==> config.mk <==
export PLATFORM = sky130hd
export DESIGN_NAME = square_rr_scheduler_flat
export DESIGN_NICKNAME = d
export VERILOG_FILES = /design/src/rtl/square_rr_scheduler_pkg.sv /design/src/rtl/square_rr_scheduler_if.sv /design/src/rtl/square_rr_scheduler_arb.sv /design/src/rtl/square_rr_scheduler.sv /design/src/flat_wrapper.sv
export SDC_FILE = /design/constraint.sdc
export NUM_CORES = 1
export LEC_CHECK = 0
export CAP_MARGIN = 20
export CELL_PAD_IN_SITES_DETAIL_PLACEMENT = 2
export CELL_PAD_IN_SITES_GLOBAL_PLACEMENT = 2
export CORE_MARGIN = 2
export CORE_UTILIZATION = 25
export DETAILED_ROUTE_END_ITERATION = 8
export PLACE_DENSITY_LB_ADDON = 0.1
export SETUP_SLACK_MARGIN = 0.02
export SKIP_CTS_REPAIR_TIMING = 1
export SYNTH_ARGS = -nofsm -noshare
export SYNTH_HDL_FRONTEND = slang
export SYNTH_HIERARCHICAL = 1
export SYNTH_SLANG_ARGS = --single-unit
==> constraint.sdc <==
create_clock -name clk -period 1.84 [get_ports clk]
set_input_delay 0.552 -clock clk [delete_from_list [all_inputs] [get_ports clk]]
set_output_delay 0.552 -clock clk [all_outputs]
set_load 0.005 [all_outputs]
==> src/rtl/square_rr_scheduler_pkg.sv <==
// ----------------------------------------------------------------------------
// square_sched_pkg
// Purpose : Shared constants and helpers for the round-robin squarer
//           scheduler: default operand and result widths, and the ID width
//           rule used to size requester indices.
// Ports   : none (package)
// ----------------------------------------------------------------------------
package square_sched_pkg;

    localparam int W_IN  = 4;   // squarer operand width
    localparam int W_OUT = 8;   // squarer result width (2*W_IN)

    // Width of a requester index; a single requester still gets one bit.
    function automatic int id_w(input int n);
        return (n > 1) ? $clog2(n) : 1;
    endfunction

endpackage

==> src/rtl/square_rr_scheduler_if.sv <==
// ----------------------------------------------------------------------------
// square_rr_scheduler_if
// Purpose : Bundles the requester handshake, the shared-squarer link and the
//           response channel of the scheduler.
// Signals : req_valid/req_ready/req_n  requester side (NREQ lanes)
//           sq_n/sq_n2                 operand to / result from the squarer
//           rsp_valid/rsp_id/rsp_n2    tagged result, no backpressure
// Modports: slave  - the scheduler
//           master - requesters, squarer and response consumer
// ----------------------------------------------------------------------------
interface square_rr_scheduler_if #(
    parameter int NREQ  = 4,
    parameter int W_IN  = square_sched_pkg::W_IN,
    parameter int W_OUT = square_sched_pkg::W_OUT,
    parameter int ID_W  = square_sched_pkg::id_w(NREQ)
);
    logic [NREQ-1:0]      req_valid;
    logic [NREQ-1:0]      req_ready;
    logic [NREQ*W_IN-1:0] req_n;
    logic [W_IN-1:0]      sq_n;
    logic [W_OUT-1:0]     sq_n2;
    logic                 rsp_valid;
    logic [ID_W-1:0]      rsp_id;
    logic [W_OUT-1:0]     rsp_n2;

    modport slave (
        input  req_valid, req_n, sq_n2,
        output req_ready, sq_n, rsp_valid, rsp_id, rsp_n2
    );

    modport master (
        output req_valid, req_n, sq_n2,
        input  req_ready, sq_n, rsp_valid, rsp_id, rsp_n2
    );
endinterface

==> src/rtl/square_rr_scheduler_arb.sv <==
// ----------------------------------------------------------------------------
// rr_arbiter
// Purpose : Combinational round-robin pick. Searches i_req upward from i_ptr,
//           wrapping N-1 -> 0, and grants the first set bit.
// Ports   : i_req     [N]   request vector
//           i_ptr     [IW]  search start index (held by the caller)
//           o_gnt     [N]   one-hot grant, zero when nothing requests
//           o_gnt_idx [IW]  index of the granted requester
//           o_any     1     some requester was granted
// ----------------------------------------------------------------------------
module rr_arbiter
    import square_sched_pkg::*;
#(
    parameter int N = 4,
    localparam int IW = id_w(N)
) (
    input  logic [N-1:0]  i_req,
    input  logic [IW-1:0] i_ptr,
    output logic [N-1:0]  o_gnt,
    output logic [IW-1:0] o_gnt_idx,
    output logic          o_any
);
    // One extra bit so ptr+k never overflows before the wrap subtraction.
    logic [IW:0] w_idx;

    always_comb begin
        o_any     = 1'b0;
        o_gnt_idx = '0;
        w_idx     = '0;
        for (int k = 0; k < N; k++) begin
            w_idx = {1'b0, i_ptr} + (IW+1)'(k);
            if (w_idx >= (IW+1)'(N))
                w_idx = w_idx - (IW+1)'(N);
            if (!o_any && i_req[w_idx[IW-1:0]]) begin
                o_any     = 1'b1;
                o_gnt_idx = w_idx[IW-1:0];
            end
        end
        o_gnt = o_any ? ({{(N-1){1'b0}}, 1'b1} << o_gnt_idx) : '0;
    end

endmodule

==> src/rtl/square_rr_scheduler.sv <==
// ----------------------------------------------------------------------------
// square_rr_scheduler
// Purpose : Shares one registered squarer between NREQ requesters. Grants one
//           requester per cycle round-robin, drives its operand to the
//           squarer, tracks the in-flight op with a {vld,id} tag pipeline and
//           returns the result tagged with the requester index.
// Ports   : clk   rising-edge clock
//           rstn  asynchronous active-low reset
//           bus   square_rr_scheduler_if.slave
//                   req_valid/req_ready/req_n  requester handshake
//                   sq_n/sq_n2                 squarer operand/result
//                   rsp_valid/rsp_id/rsp_n2    tagged response
// Timing  : handshake in cycle t -> sq_n valid t+1 -> sq_n2 valid t+1+LAT
//           -> rsp_valid high in t+LAT+2.
// ----------------------------------------------------------------------------
module square_rr_scheduler
    import square_sched_pkg::id_w;
#(
    parameter int NREQ  = 4,
    parameter int LAT   = 1,
    parameter int W_IN  = square_sched_pkg::W_IN,
    parameter int W_OUT = square_sched_pkg::W_OUT
) (
    input  logic                   clk,
    input  logic                   rstn,
    square_rr_scheduler_if.slave   bus
);
    localparam int ID_W = id_w(NREQ);

    typedef struct packed {
        logic            vld;
        logic [ID_W-1:0] id;
    } tag_t;

    logic [ID_W-1:0]  r_ptr;
    logic [W_IN-1:0]  r_sq_n;
    tag_t [LAT:0]     r_tag_pipe;   // stage LAT lines up with valid sq_n2
    logic             r_rsp_valid;
    logic [ID_W-1:0]  r_rsp_id;
    logic [W_OUT-1:0] r_rsp_n2;

    logic [NREQ-1:0]  w_gnt;
    logic [ID_W-1:0]  w_gnt_idx;
    logic             w_any;
    logic [W_IN-1:0]  w_opnd;
    tag_t             w_tag_in;
    tag_t             w_tag_out;

    rr_arbiter #(.N(NREQ)) u_arb (
        .i_req     (bus.req_valid),
        .i_ptr     (r_ptr),
        .o_gnt     (w_gnt),
        .o_gnt_idx (w_gnt_idx),
        .o_any     (w_any)
    );

    // Grants only go to valid requesters, so any grant is a handshake.
    assign bus.req_ready = rstn ? w_gnt : '0;
    assign w_opnd        = bus.req_n[w_gnt_idx*W_IN +: W_IN];
    assign w_tag_in      = '{vld: w_any, id: w_gnt_idx};
    assign w_tag_out     = r_tag_pipe[LAT];

    always_ff @(posedge clk or negedge rstn) begin
        if (!rstn) begin
            r_ptr       <= '0;
            r_sq_n      <= '0;
            r_tag_pipe  <= '0;
            r_rsp_valid <= 1'b0;
            r_rsp_id    <= '0;
            r_rsp_n2    <= '0;
        end else begin
            if (w_any) begin
                r_ptr  <= (w_gnt_idx == ID_W'(NREQ-1)) ? '0 : w_gnt_idx + 1'b1;
                r_sq_n <= w_opnd;
            end
            r_tag_pipe  <= {r_tag_pipe[LAT-1:0], w_tag_in};
            r_rsp_valid <= w_tag_out.vld;
            if (w_tag_out.vld) begin
                r_rsp_id <= w_tag_out.id;
                r_rsp_n2 <= bus.sq_n2;
            end
        end
    end

    assign bus.sq_n      = r_sq_n;
    assign bus.rsp_valid = r_rsp_valid;
    assign bus.rsp_id    = r_rsp_id;
    assign bus.rsp_n2    = r_rsp_n2;

endmodule

==> src/flat_wrapper.sv <==
// flat-port wrapper written by rule: the top's interface ports become plain ports
module square_rr_scheduler_flat import square_sched_pkg::id_w;
#(
    parameter int NREQ  = 4,
    parameter int LAT   = 1,
    parameter int W_IN  = square_sched_pkg::W_IN,
    parameter int W_OUT = square_sched_pkg::W_OUT
)
  (clk, rstn, bus_req_valid, bus_req_n, bus_sq_n2, bus_req_ready, bus_sq_n, bus_rsp_valid, bus_rsp_id, bus_rsp_n2);
  square_rr_scheduler_if #(.NREQ(NREQ), .W_IN(W_IN), .W_OUT(W_OUT)) bus_i ();
  input  logic clk;
  input  logic rstn;
  input wire logic [$bits(bus_i.req_valid)-1:0] bus_req_valid;
  input wire logic [$bits(bus_i.req_n)-1:0] bus_req_n;
  input wire logic [$bits(bus_i.sq_n2)-1:0] bus_sq_n2;
  output wire logic [$bits(bus_i.req_ready)-1:0] bus_req_ready;
  output wire logic [$bits(bus_i.sq_n)-1:0] bus_sq_n;
  output wire logic [$bits(bus_i.rsp_valid)-1:0] bus_rsp_valid;
  output wire logic [$bits(bus_i.rsp_id)-1:0] bus_rsp_id;
  output wire logic [$bits(bus_i.rsp_n2)-1:0] bus_rsp_n2;
  assign bus_i.req_valid = bus_req_valid;
  assign bus_i.req_n = bus_req_n;
  assign bus_i.sq_n2 = bus_sq_n2;
  assign bus_req_ready = bus_i.req_ready;
  assign bus_sq_n = bus_i.sq_n;
  assign bus_rsp_valid = bus_i.rsp_valid;
  assign bus_rsp_id = bus_i.rsp_id;
  assign bus_rsp_n2 = bus_i.rsp_n2;
  square_rr_scheduler #(.NREQ(NREQ), .LAT(LAT), .W_IN(W_IN), .W_OUT(W_OUT)) u_core (.clk(clk), .rstn(rstn), .bus(bus_i));
endmodule
==> results of run 1 <==
-- layout by cell type, fill, tap and decap left out, drive strengths merged, types with 4 or more instances in the layout --
master / netlist / routed
clkdlybuf4s50: 0 / 39
buf: 4 / 26
dfrtp: 23 / 23
mux2: 12 / 12
clkbuf: 0 / 9
mux2i: 8 / 8
nand2b: 8 / 8
nor2: 6 / 6
a21oi: 5 / 5
and2: 4 / 4
o221ai: 4 / 4
inv: 4 / 4
-- worst paths after layout --
kind | to | slack [ps] | cells after the start
worst max-delay path | bus_req_ready[2] | -220 | 6
worst min-delay path | u_core/r_ptr[1]$_DFFE_PN0P_ | 340 | 2
worst max register to register | u_core/r_ptr[1]$_DFFE_PN0P_ | 60 | 7
worst min register to register | u_core/r_tag_pipe[4]$_DFF_PN0_ | 350 | 0
max in group asynchronous | u_core/bus.sq_n[3]$_DFFE_PN0P_ | 1180 | 2
min in group clk | u_core/r_tag_pipe[4]$_DFF_PN0_ | 350 | 0
-- routing by layer --
| metal | vias up | wire (um) |
|---|---|---|
| met5 | - | 0 |
| met4 | 0 | 0 |
| met3 | 0 | 141 |
| met2 | 30 | 1750 |
| met1 | 492 | 1590 |
| li1 | 476 | - |
-- registers in the layout (all words and copies together), names as in the netlist --
name / cells
u_core/bus.rsp_id: 2
u_core/bus.sq_n: 4
u_core/r_ptr: 2
u_core/r_tag_pipe: 6
u_core/bus.rsp_n2: 8
u_core/bus.rsp_valid: 1
-- power groups by stage --
| stage | sequential, mW | clock [mW] | combinational (mW) |
|---|---|---|---|
| 6_report | 0.734 | 0.313 | 1.12 |
| 5_1_grt | 0.761 | 0.355 | 1.23 |
| 4_1_cts | 0.750 | 0.330 | 0.812 |
| 3_5_place_dp | 0.760 | 0 | 0.809 |
| 3_3_place_gp | 0.748 | 0 | 0.788 |
| 2_1_floorplan | 0.717 | 0 | 0.415 |
-- cell families (layout without fill, tap and decap cells) --
logic type      count (synthesis)  after routing  share of synthesized area, %
mux                            20             20                          22.0
buf+inv                         8             81                          4.36
fa+ha+maj                       1              1                          1.09
simple gates                   24             24                          11.3
compound gates                 17             17                          11.0
flops                          23             23                          50.2
-- area by class of cell --
cell class                 instances  area, um^2  area share, %
sequential                        23         578           29.4
inverter                           4        15.0          0.763
multi-input combinational         62         599           30.5
clock buffer                       3        41.3           2.10
tap                               52        65.1           3.31
clock inverter                     1        5.00          0.254
timing repair buffer              73         663           33.7
-- critical path: stages, from the launching register on --
cell and delay [ps]:
dfrtp_2 450, nand2b_4 170, buf_6 120, a221oi_4 190
nor2b_1 60, and2_1 150, clkbuf_2 100
-- per-stage QoR --
stage               hold WS (ps)  cell area [um^2]  total power [mW]
global placement             332              1790              1.54
CTS                          355              1830              1.89
global route                 359              1970              2.34
detailed placement           340              1790              1.57
finish                       339              1970              2.17
floorplan                    256              1150              1.13
==> impl_results.md, run 1 <==
* Outcome: finished, violations left
* Failing checks: negative setup slack
* Die Wd at 71.7 um
* CP Launch Point: u_core/r_ptr[0]$_DFFE_PN0P_
* Final min period at slightly above 2000 ps
* Met2 usage at about a fifth
* Crit start category: flip-flop
* Leak Pwr at between 0.9 and 1 nW
* Cells after Synth at just over 90
* Total GRT Usage at 12.6%
* Final worst slack at -216 ps
* Die height at between 70 and 80 um
* Final nets at 198
* Relative max-transition margin at slightly below 60%
* Final setup fails at 4
* GRT Max-Usage Layer: met2
* Final Slew Violations at 0
* Synth unique cells at 28
* Worst hold path type: in -> async
* Worst r2r src: u_core/r_ptr[1]$_DFFE_PN0P_
* Top cells by count, synth: dfrtp_1, mux2_4, mux2i_1
* Number of synthesized flops with an enable pin at 0
* Power Density at roughly 1100 nW/um^2
* CP max FO at 5
* Via count at between 900 and 1000
* Post-synthesis sequential area ratio at 50.2%
* Synth top area cells: dfrtp_1, mux2_4, mux2i_1
* CP required at roughly 1300 ps
* Routability cong. at 0.745
* Place WS at -893 ps
* Top-count cell post-synth: dfrtp_1
* Slew @ Worst Pin at slightly above 600 ps
* Area share of the largest cell type after synthesis at approximately 50%
* CTS buffer count at 3
* M1 GR Usage at between 10% and 20%
* DR WL/cell at between 15 and 20 um
* First-pass GRT wire length at roughly 5200 um
* Final hold viol count at 0
* Power share of the combinational group at between 50% and 60%
* Number of DRC markers in iteration 0 at 26
* Sinks on Clock Net at 23
* CP Capture Type: output pin
* First drt pass iteration count at 3
* CTS tree: built
* Unrepaired setup endpoints after global routing: true
* GR Util met3 at around 3.8%
* Fin cells at 218
* Max rail drop VDD at about 0.58 mV
* Vias per cell at approximately 4.6
* Final Util at 44.9%
* Starting Density at between 20% and 30%
* CTS root buf: clkbuf_8
* Clk buf depth at 2
* Psw at around 0.69 mW
* Yosys warns at 6
* DRC viols at 0
* Remaining Overflow, GRT at 0
* Core area at 4380 um^2
* Async set-reset flop share out of synthesis at 100%
* I/O Buffers at 48
* Internal power at 1.48 mW
* Worst-path clk slew at 80 ps
* Diodes inserted at 0
* ANT nets after route at 0
* Share of layout cells above drive strength 1 at a little under 40%
* Hpwl dp at between 2000 and 2500 um
* Sw Ratio at around a third
* Reg power frac at 33.8%
* Part of the power in the clock network at ~14%
* IO Pins at 49
* Max Clock Skew at 1.67 ps
* Setup TNS at -609 ps
* Skew-Pair Late Insertion Delay at roughly 260 ps
* Largest net degree at the start of global routing at 22
* Max-cap viol count at 0
* Mapped cell area at 1150 um^2
* Filler cell count at between 400 and 500
* Number of global-route vias before repair at roughly 1100
* Top FF cell, synth: dfrtp_1
* Fmax at between 400 and 500 MHz
* Final period utilization at 112%
* Seq cells post-synth at 23
* Core Rows at 24
* Die Area at just over 5000 um^2
* H-tree levels at 1
* Final wirelength at approximately 3500 um
* Dpl cells at 206
* Avg Cell Area, Syn at 12.3 um^2
* Initial antenna violation count at 0
* Synth-to-Final Area Change at 71.4%
* WS Path Type: reg -> out
* Data arrival, critical path at roughly 1500 ps
* Syn Nets at between 100 and 150
* Synth area leader: dfrtp_1
No activity file was read; power rests on OpenSTA's default activity.
==> inputs of run 2 (changes only) <==
--- a/config.mk
+++ b/config.mk
@@ -9,7 +9,8 @@
 export CELL_PAD_IN_SITES_DETAIL_PLACEMENT = 2
 export CELL_PAD_IN_SITES_GLOBAL_PLACEMENT = 2
 export CORE_MARGIN = 2
-export CORE_UTILIZATION = 25
+export CORE_UTILIZATION = 23
+export CTS_CLUSTER_SIZE = 20
 export DETAILED_ROUTE_END_ITERATION = 8
 export PLACE_DENSITY_LB_ADDON = 0.1
 export SETUP_SLACK_MARGIN = 0.02
==> constraint.sdc (replaced) <==
create_clock -name clk -period 1.7 [get_ports clk]
set_input_delay 0.51 -clock clk [delete_from_list [all_inputs] [get_ports clk]]
set_output_delay 0.51 -clock clk [all_outputs]
set_load 0.005 [all_outputs]
==> run 2 against run 1 <==
Compared with the run above:
- the flow still finishes with violations (negative setup slack)
- utilization is 0.92 points lower
- count of clock-buffer cells in the layout is the same
- clock skew is 12 ps higher
- worst hold slack gained 23 ps
- routed wire length is 11% higher
- worst setup slack worse by 62 ps
- sequential power rose by 9.4%
- clock power rose by 9.6%
- critical endpoint unchanged
- largest cell class unchanged
- largest power group unchanged
==> impl_results.md, run 2 (synthesis results as in run 1) <==
* Outcome: finished, violations left (unchanged)
* Max-cap viol count at 0 (unchanged)
* Power Density at 1180 nW/um^2 (was 1100 nW/um^2)
* Core area at 4750 um^2 (was 4380 um^2)
* Die height at 74.6 um (was 71.7 um)
* Final hold viol count at 0 (unchanged)
* CTS root buf: clkbuf_8 (unchanged)
* Final min period at about 2000 ps
* Largest net degree at the start of global routing at 24 (was 22)
* IO Pins at 49 (unchanged)
* Relative max-transition margin at 59.8% (was 59.5%)
* Filler cell count at 506 (was 450)
* Unrepaired setup endpoints after global routing: true (unchanged)
* Worst hold path type: reg -> reg (was in -> async)
* ANT nets after route at 0 (unchanged)
* Final period utilization at 116%
* Clk buf depth at 2 (unchanged)
* CP Capture Type: output pin (unchanged)
* Vias per cell at 4.34 (was 4.58)
* CTS buffer count at 3 (unchanged)
* H-tree levels at 1 (unchanged)
* Fmax at ~510 MHz
* Worst-path clk slew at 90 ps (was 80 ps)
* Diodes inserted at 0 (unchanged)
* Power Total at 2.46 mW (was 2.17 mW)
* Die Wd at 74.6 um (was 71.7 um)
* Die Area at 5570 um^2 (was 5150 um^2)
* First drt pass iteration count at 2 (was 3)
* Most used cell, CP: buf_4
* Crit path largest cell delay at 420 ps (was 450 ps)
* Cells along the critical path: buf_4 -> buf_4 -> nor2_4 -> a221oi_2 -> nor2b_1 -> and2_1 -> clkbuf_2 (was nand2b_4 -> buf_6 -> a221oi_4 -> nor2b_1 -> and2_1 -> clkbuf_2)
* Remaining Overflow, GRT at 0 (unchanged)
* Slew @ Worst Pin at 603 ps (was 608 ps)
* CP max FO at 5 (unchanged)
* DRC viols at 0 (unchanged)
* Number of DRC markers in iteration 0 at 14 (was 26)
* Final wirelength at 3850 um (was 3480 um)
* Failing checks: negative setup slack (unchanged)
* Slowest CP cell: dfrtp_2 (unchanged)
* CP top delay family: flip-flops (unchanged)
* Via count at 1024 (was 998)
* Largest register FFs at 8 (unchanged)
* Final nets at 201 (was 198)
* Most common cell after layout, fill and taps aside: clkdlybuf4s50_1 (unchanged)
* Number of global-route vias before repair at 1079 (was 1073)
* Leak Pwr at 1.01 nW (was 0.913 nW)
* DR WL/cell at 16.3 um (was 16.0 um)
* I/O Buffers at 48 (unchanged)
* Final setup fails at 10 (was 4)
* Total GRT Usage at 12.2% (was 12.6%)
* Skew-Pair Late Insertion Delay at 270 ps (was 260 ps)
* CTS tree: built (unchanged)
* CP required at 1190 ps (was 1290 ps)
* Synth-to-Final Area Change at 82.1% (was 71.4%)
* Final worst slack at -278 ps (was -216 ps)
* Crit start category: flip-flop (unchanged)
* Data arrival, critical path at 1470 ps (was 1500 ps)
* Most frequent cells in the layout: clkdlybuf4s50_1, buf_4, dfrtp_1, dlymetal6s2s_1, mux2_4 (was clkdlybuf4s50_1, dfrtp_1, buf_4, mux2_4, mux2i_1)
* Initial antenna violation count at 0 (unchanged)
* Core Rows at 25 (was 24)
* Hpwl dp at 2490 um (was 2400 um)
* Final Slew Violations at 0 (unchanged)
* Routability cong. at 0.791 (was 0.745)
* Share of layout cells above drive strength 1 at 45.6% (was 39.8%)
* Sinks on Clock Net at 23 (unchanged)
* First-pass GRT wire length at 5110 um (was 5190 um)
* WS Path Type: reg -> out (unchanged)
* Max Clock Skew at 13.8 ps (was 1.67 ps)
* Starting Density at 24.1% (was 26.2%)
* Max rail drop VDD at 0.422 mV (was 0.581 mV)
* Final Util at 43.9% (was 44.9%)
* CP bufs+invs at 3 (was 2)
-- run 2: changes by cell type in the layout (fill, tap and decap cells not counted), moves of 2 or more --
cell,before,now
mux2i_1,8,3
a21oi_2,5,2
buf_2,1,3
mux2i_4,0,2
o221ai_1,4,1
a21oi_4,0,2
dlymetal6s2s_1,2,11
clkdlybuf4s50_1,39,30
buf_6,6,4
mux2i_2,0,3
buf_4,19,23
o221ai_2,0,3
o21ai_0,0,2
-- run 2: power by group --
group	switching [mW]	internal [mW]	leakage [nW]
Clock	0.179	0.163	0.0255
Sequential	0.108	0.696	0.262
Combinational	0.520	0.796	0.722
Total	0.807	1.65	1.01
-- run 2: cell type report --
type	count	area (um^2)	area share, %
Timing Repair Buffer	76	698	33.4
Multi-Input combinational cell	62	668	32.0
Sequential cell	23	578	27.7
Tap cell	67	83.8	4.01
Clock buffer	3	41.3	1.98
Inverter	4	15.0	0.719
Clock inverter	1	5.00	0.240
-- run 2: worst reg2reg max path, stage by stage (launching register included) --
cell      delay [ps]
dfrtp_2          420
clkbuf_4         200
a21oi_1           80
o21ai_0          390
a21oi_4          100
ha_1             310
mux2_1           290
-- run 2: per-stage QoR --
stage	cells	hold WS, ps	TNS [ps]	instance area [um^2]	setup WS [ps]
after floorplan	93	214	0	1150	23.2
after global placement	219	333	-7980	1790	-880
after detailed placement	219	338	-8910	1790	-924
after CTS	223	363	-6430	1840	-921
after global routing	236	375	-2050	2090	-368
final	236	362	-1410	2090	-278
-- run 2: path summary, 6_finish.rpt --
path	startpoint	endpoint	slack [ps]	cells after the start
worst max-delay path	u_core/r_ptr[1]$_DFFE_PN0P_	bus_req_ready[2]	-280	7
worst min-delay path	u_core/r_tag_pipe[1]$_DFF_PN0_	u_core/r_tag_pipe[4]$_DFF_PN0_	360	0
worst max register to register	u_core/r_ptr[1]$_DFFE_PN0P_	u_core/r_ptr[1]$_DFFE_PN0P_	-200	6
worst min register to register	u_core/r_tag_pipe[1]$_DFF_PN0_	u_core/r_tag_pipe[4]$_DFF_PN0_	360	0
max in group asynchronous	rstn	u_core/r_ptr[1]$_DFFE_PN0P_	1040	2
min in group asynchronous	rstn	u_core/bus.rsp_n2[2]$_DFFE_PN0P_	390	2
-- run 2: metal layers --
layer  up-vias  GRT usage [%]  part of all wire (%)
met4         0           2.98                  0.60
met1       512           16.0                    42
met5         -              0                     0
met3         2           2.68                   4.9
li1        479              -                     -
met2        31           20.6                    53
==> inputs of run 3 (changes only) <==
--- a/config.mk
+++ b/config.mk
@@ -6,13 +6,11 @@
 export NUM_CORES = 1
 export LEC_CHECK = 0
 export CAP_MARGIN = 20
-export CELL_PAD_IN_SITES_DETAIL_PLACEMENT = 2
-export CELL_PAD_IN_SITES_GLOBAL_PLACEMENT = 2
 export CORE_MARGIN = 2
-export CORE_UTILIZATION = 23
+export CORE_UTILIZATION = 35
 export CTS_CLUSTER_SIZE = 20
 export DETAILED_ROUTE_END_ITERATION = 8
-export PLACE_DENSITY_LB_ADDON = 0.1
+export PLACE_DENSITY = 0.71
 export SETUP_SLACK_MARGIN = 0.02
 export SKIP_CTS_REPAIR_TIMING = 1
 export SYNTH_ARGS = -nofsm -noshare
==> run 3 against run 2 <==
Compared with the run above:
- the flow still finishes with violations (negative setup slack)
- clock power down 29%
- critical path depth down 1
- worst setup slack worse by 92 ps
- via count up 2.1%
- sequential cell count unchanged
- count of clock-buffer cells in the layout unchanged
- non-clock buffer count up 2
- critical path type unchanged
- register-to-register slack better by 30 ps
==> impl_results.md, run 3 (synthesis results as in run 1) <==
* Number of global-route vias before repair at 913 (was 1079)
* Final setup fails at 10 (unchanged)
* Worst-path clk slew at 120 ps (was 90 ps)
* CTS buffer count at 3 (unchanged)
* CTS root buf: clkbuf_4 (was clkbuf_8)
* Number of DRC markers in iteration 0 at 24 (was 14)
* Final nets at 203 (was 201)
* Starting Density at 37.3% (was 24.1%)
* WS Path Type: reg -> out (unchanged)
* CP max FO at 4 (was 5)
* H-tree levels at 1 (unchanged)
* Die height at 61.3 um (was 74.6 um)
* Total GRT Usage at 14.0% (was 12.2%)
* Unrepaired setup endpoints after global routing: true (unchanged)
* Largest net degree at the start of global routing at 20 (was 24)
* Max rail drop VDD at 0.647 mV (was 0.422 mV)
* CP Capture Type: output pin (unchanged)
* First drt pass iteration count at 4 (was 2)
* CP required at 1190 ps (about the same)
* ANT nets after route at 0 (unchanged)
* Largest register FFs at 8 (unchanged)
* Final worst slack at -370 ps (was -278 ps)
* Place WS at -914 ps (was -924 ps)
* Via count at 1046 (was 1024)
* Diodes inserted at 0 (unchanged)
* Power Density at 1090 nW/um^2 (was 1180 nW/um^2)
* Leak Pwr at 1.06 nW (was 1.01 nW)
* Slew @ Worst Pin at 589 ps (was 603 ps)
* Final period utilization at 122% (was 116%)
* Synth-to-Final Area Change at 74.6% (was 82.1%)
* Core area at 3080 um^2 (was 4750 um^2)
* Data arrival, critical path at 1560 ps (was 1470 ps)
* IO Pins at 49 (unchanged)
* Crit start category: flip-flop (unchanged)
* Initial antenna violation count at 0 (unchanged)
* Final Slew Violations at 0 (unchanged)
* Fmax at 483 MHz (was 506 MHz)
* Die Wd at 61.3 um (was 74.6 um)
* Core Rows at 20 (was 25)
* Final hold viol count at 0 (unchanged)
* Routability cong. at 0.762 (was 0.791)
* First-pass GRT wire length at 3880 um (was 5110 um)
* DR WL/cell at 14.3 um (was 16.3 um)
* Remaining Overflow, GRT at 0 (unchanged)
* Share of layout cells above drive strength 1 at 39.8% (was 45.6%)
* Sinks on Clock Net at 23 (unchanged)
* DRC viols at 0 (unchanged)
* I/O Buffers at 48 (unchanged)
* Vias per cell at 4.87 (was 4.34)
* Clk buf depth at 2 (unchanged)
* CTS tree: built (unchanged)
* Hpwl dp at 1990 um (was 2490 um)
* Outcome: finished, violations left (unchanged)
* Max Clock Skew at 0.981 ps (was 13.8 ps)
* Die Area at 3750 um^2 (was 5570 um^2)
* Skew-Pair Late Insertion Delay at 300 ps (was 270 ps)
* Final wirelength at 3070 um (was 3850 um)
* Worst hold path type: in -> async (was reg -> reg)
* Most frequent cells in the layout: buf_4, clkdlybuf4s50_1, dfrtp_1, dlymetal6s2s_1, mux2_4 (was clkdlybuf4s50_1, buf_4, dfrtp_1, dlymetal6s2s_1, mux2_4)
* Failing checks: negative setup slack (unchanged)
* Relative max-transition margin at 60.7% (was 59.8%)
* Max-cap viol count at 0 (unchanged)
* Final min period at 2070 ps (was 1980 ps)
* FF-to-FF path depth at 7 (was 6)
* Setup TNS at -2030 ps (was -1410 ps)
[run 3: cell count changes in the layout (fill, tap and decap cells not counted), sizes merged]
cell,previous run,this run
dlymetal6s2s,11,18
clkdlybuf4s50,30,24
clkbuf,8,9
[run 3: layout make-up]
cell class / count / area (um^2)
Sequential cell: 23 / 578
Fill cell: 258 / 1070
Multi-Input combinational cell: 62 / 584
Timing Repair Buffer: 78 / 743
Tap cell: 44 / 55.1
Clock inverter: 1 / 5.00
Inverter: 4 / 15.0
Clock buffer: 3 / 22.5
[run 3: path summary, 6_finish.rpt]
| kind | slack (ps) | endpoint | start |
|---|---|---|---|
| worst max-delay path | -370 | bus_req_ready[0] | u_core/r_ptr[0]$_DFFE_PN0P_ |
| worst min-delay path | 250 | u_core/bus.sq_n[0]$_DFFE_PN0P_ | rstn |
| worst max register to register | -170 | u_core/r_ptr[1]$_DFFE_PN0P_ | u_core/r_ptr[0]$_DFFE_PN0P_ |
| worst min register to register | 360 | u_core/r_tag_pipe[5]$_DFF_PN0_ | u_core/r_tag_pipe[2]$_DFF_PN0_ |
| max in group asynchronous | 1190 | u_core/r_tag_pipe[4]$_DFF_PN0_ | rstn |
| min in group clk | 360 | u_core/r_tag_pipe[5]$_DFF_PN0_ | u_core/r_tag_pipe[2]$_DFF_PN0_ |
[run 3: power by group]
part           internal [mW]  total, mW  switching (mW)
sequential             0.694      0.793          0.0982
combinational          0.711       1.15           0.437
clock                 0.0877      0.243           0.155
total                   1.49       2.18           0.691
[run 3: routing by layer]
| metal | global-route usage (%) | vias up | wire [um] |
|---|---|---|---|
| li1 | - | 488 | - |
| met3 | 2.73 | 4 | 173 |
| met1 | 15.8 | 514 | 1180 |
| met5 | 0 | - | 0 |
| met2 | 26.1 | 40 | 1680 |
| met4 | 4.66 | 0 | 30 |
[run 3: per-stage QoR]
stage / utilization [%] / total power, mW / instances / hold slack [ps] / cell area, um^2
floorplan: - / 1.23 / 93 / 214 / 1150
global placement: 57.1 / 1.60 / 195 / 334 / 1760
detailed placement: 57.1 / 1.63 / 195 / 335 / 1760
CTS: 58.0 / 1.88 / 199 / 365 / 1780
global route: 65.1 / 2.33 / 215 / 244 / 2000
finish: 65.1 / 2.18 / 215 / 247 / 2000
[run 3: critical path: stages (launching register included)]
cell and delay, ps:
dfrtp_2 450, buf_6 130, nand2b_4 140, a311oi_2 230, nor2_1 60, and2_1 150
clkbuf_2 100
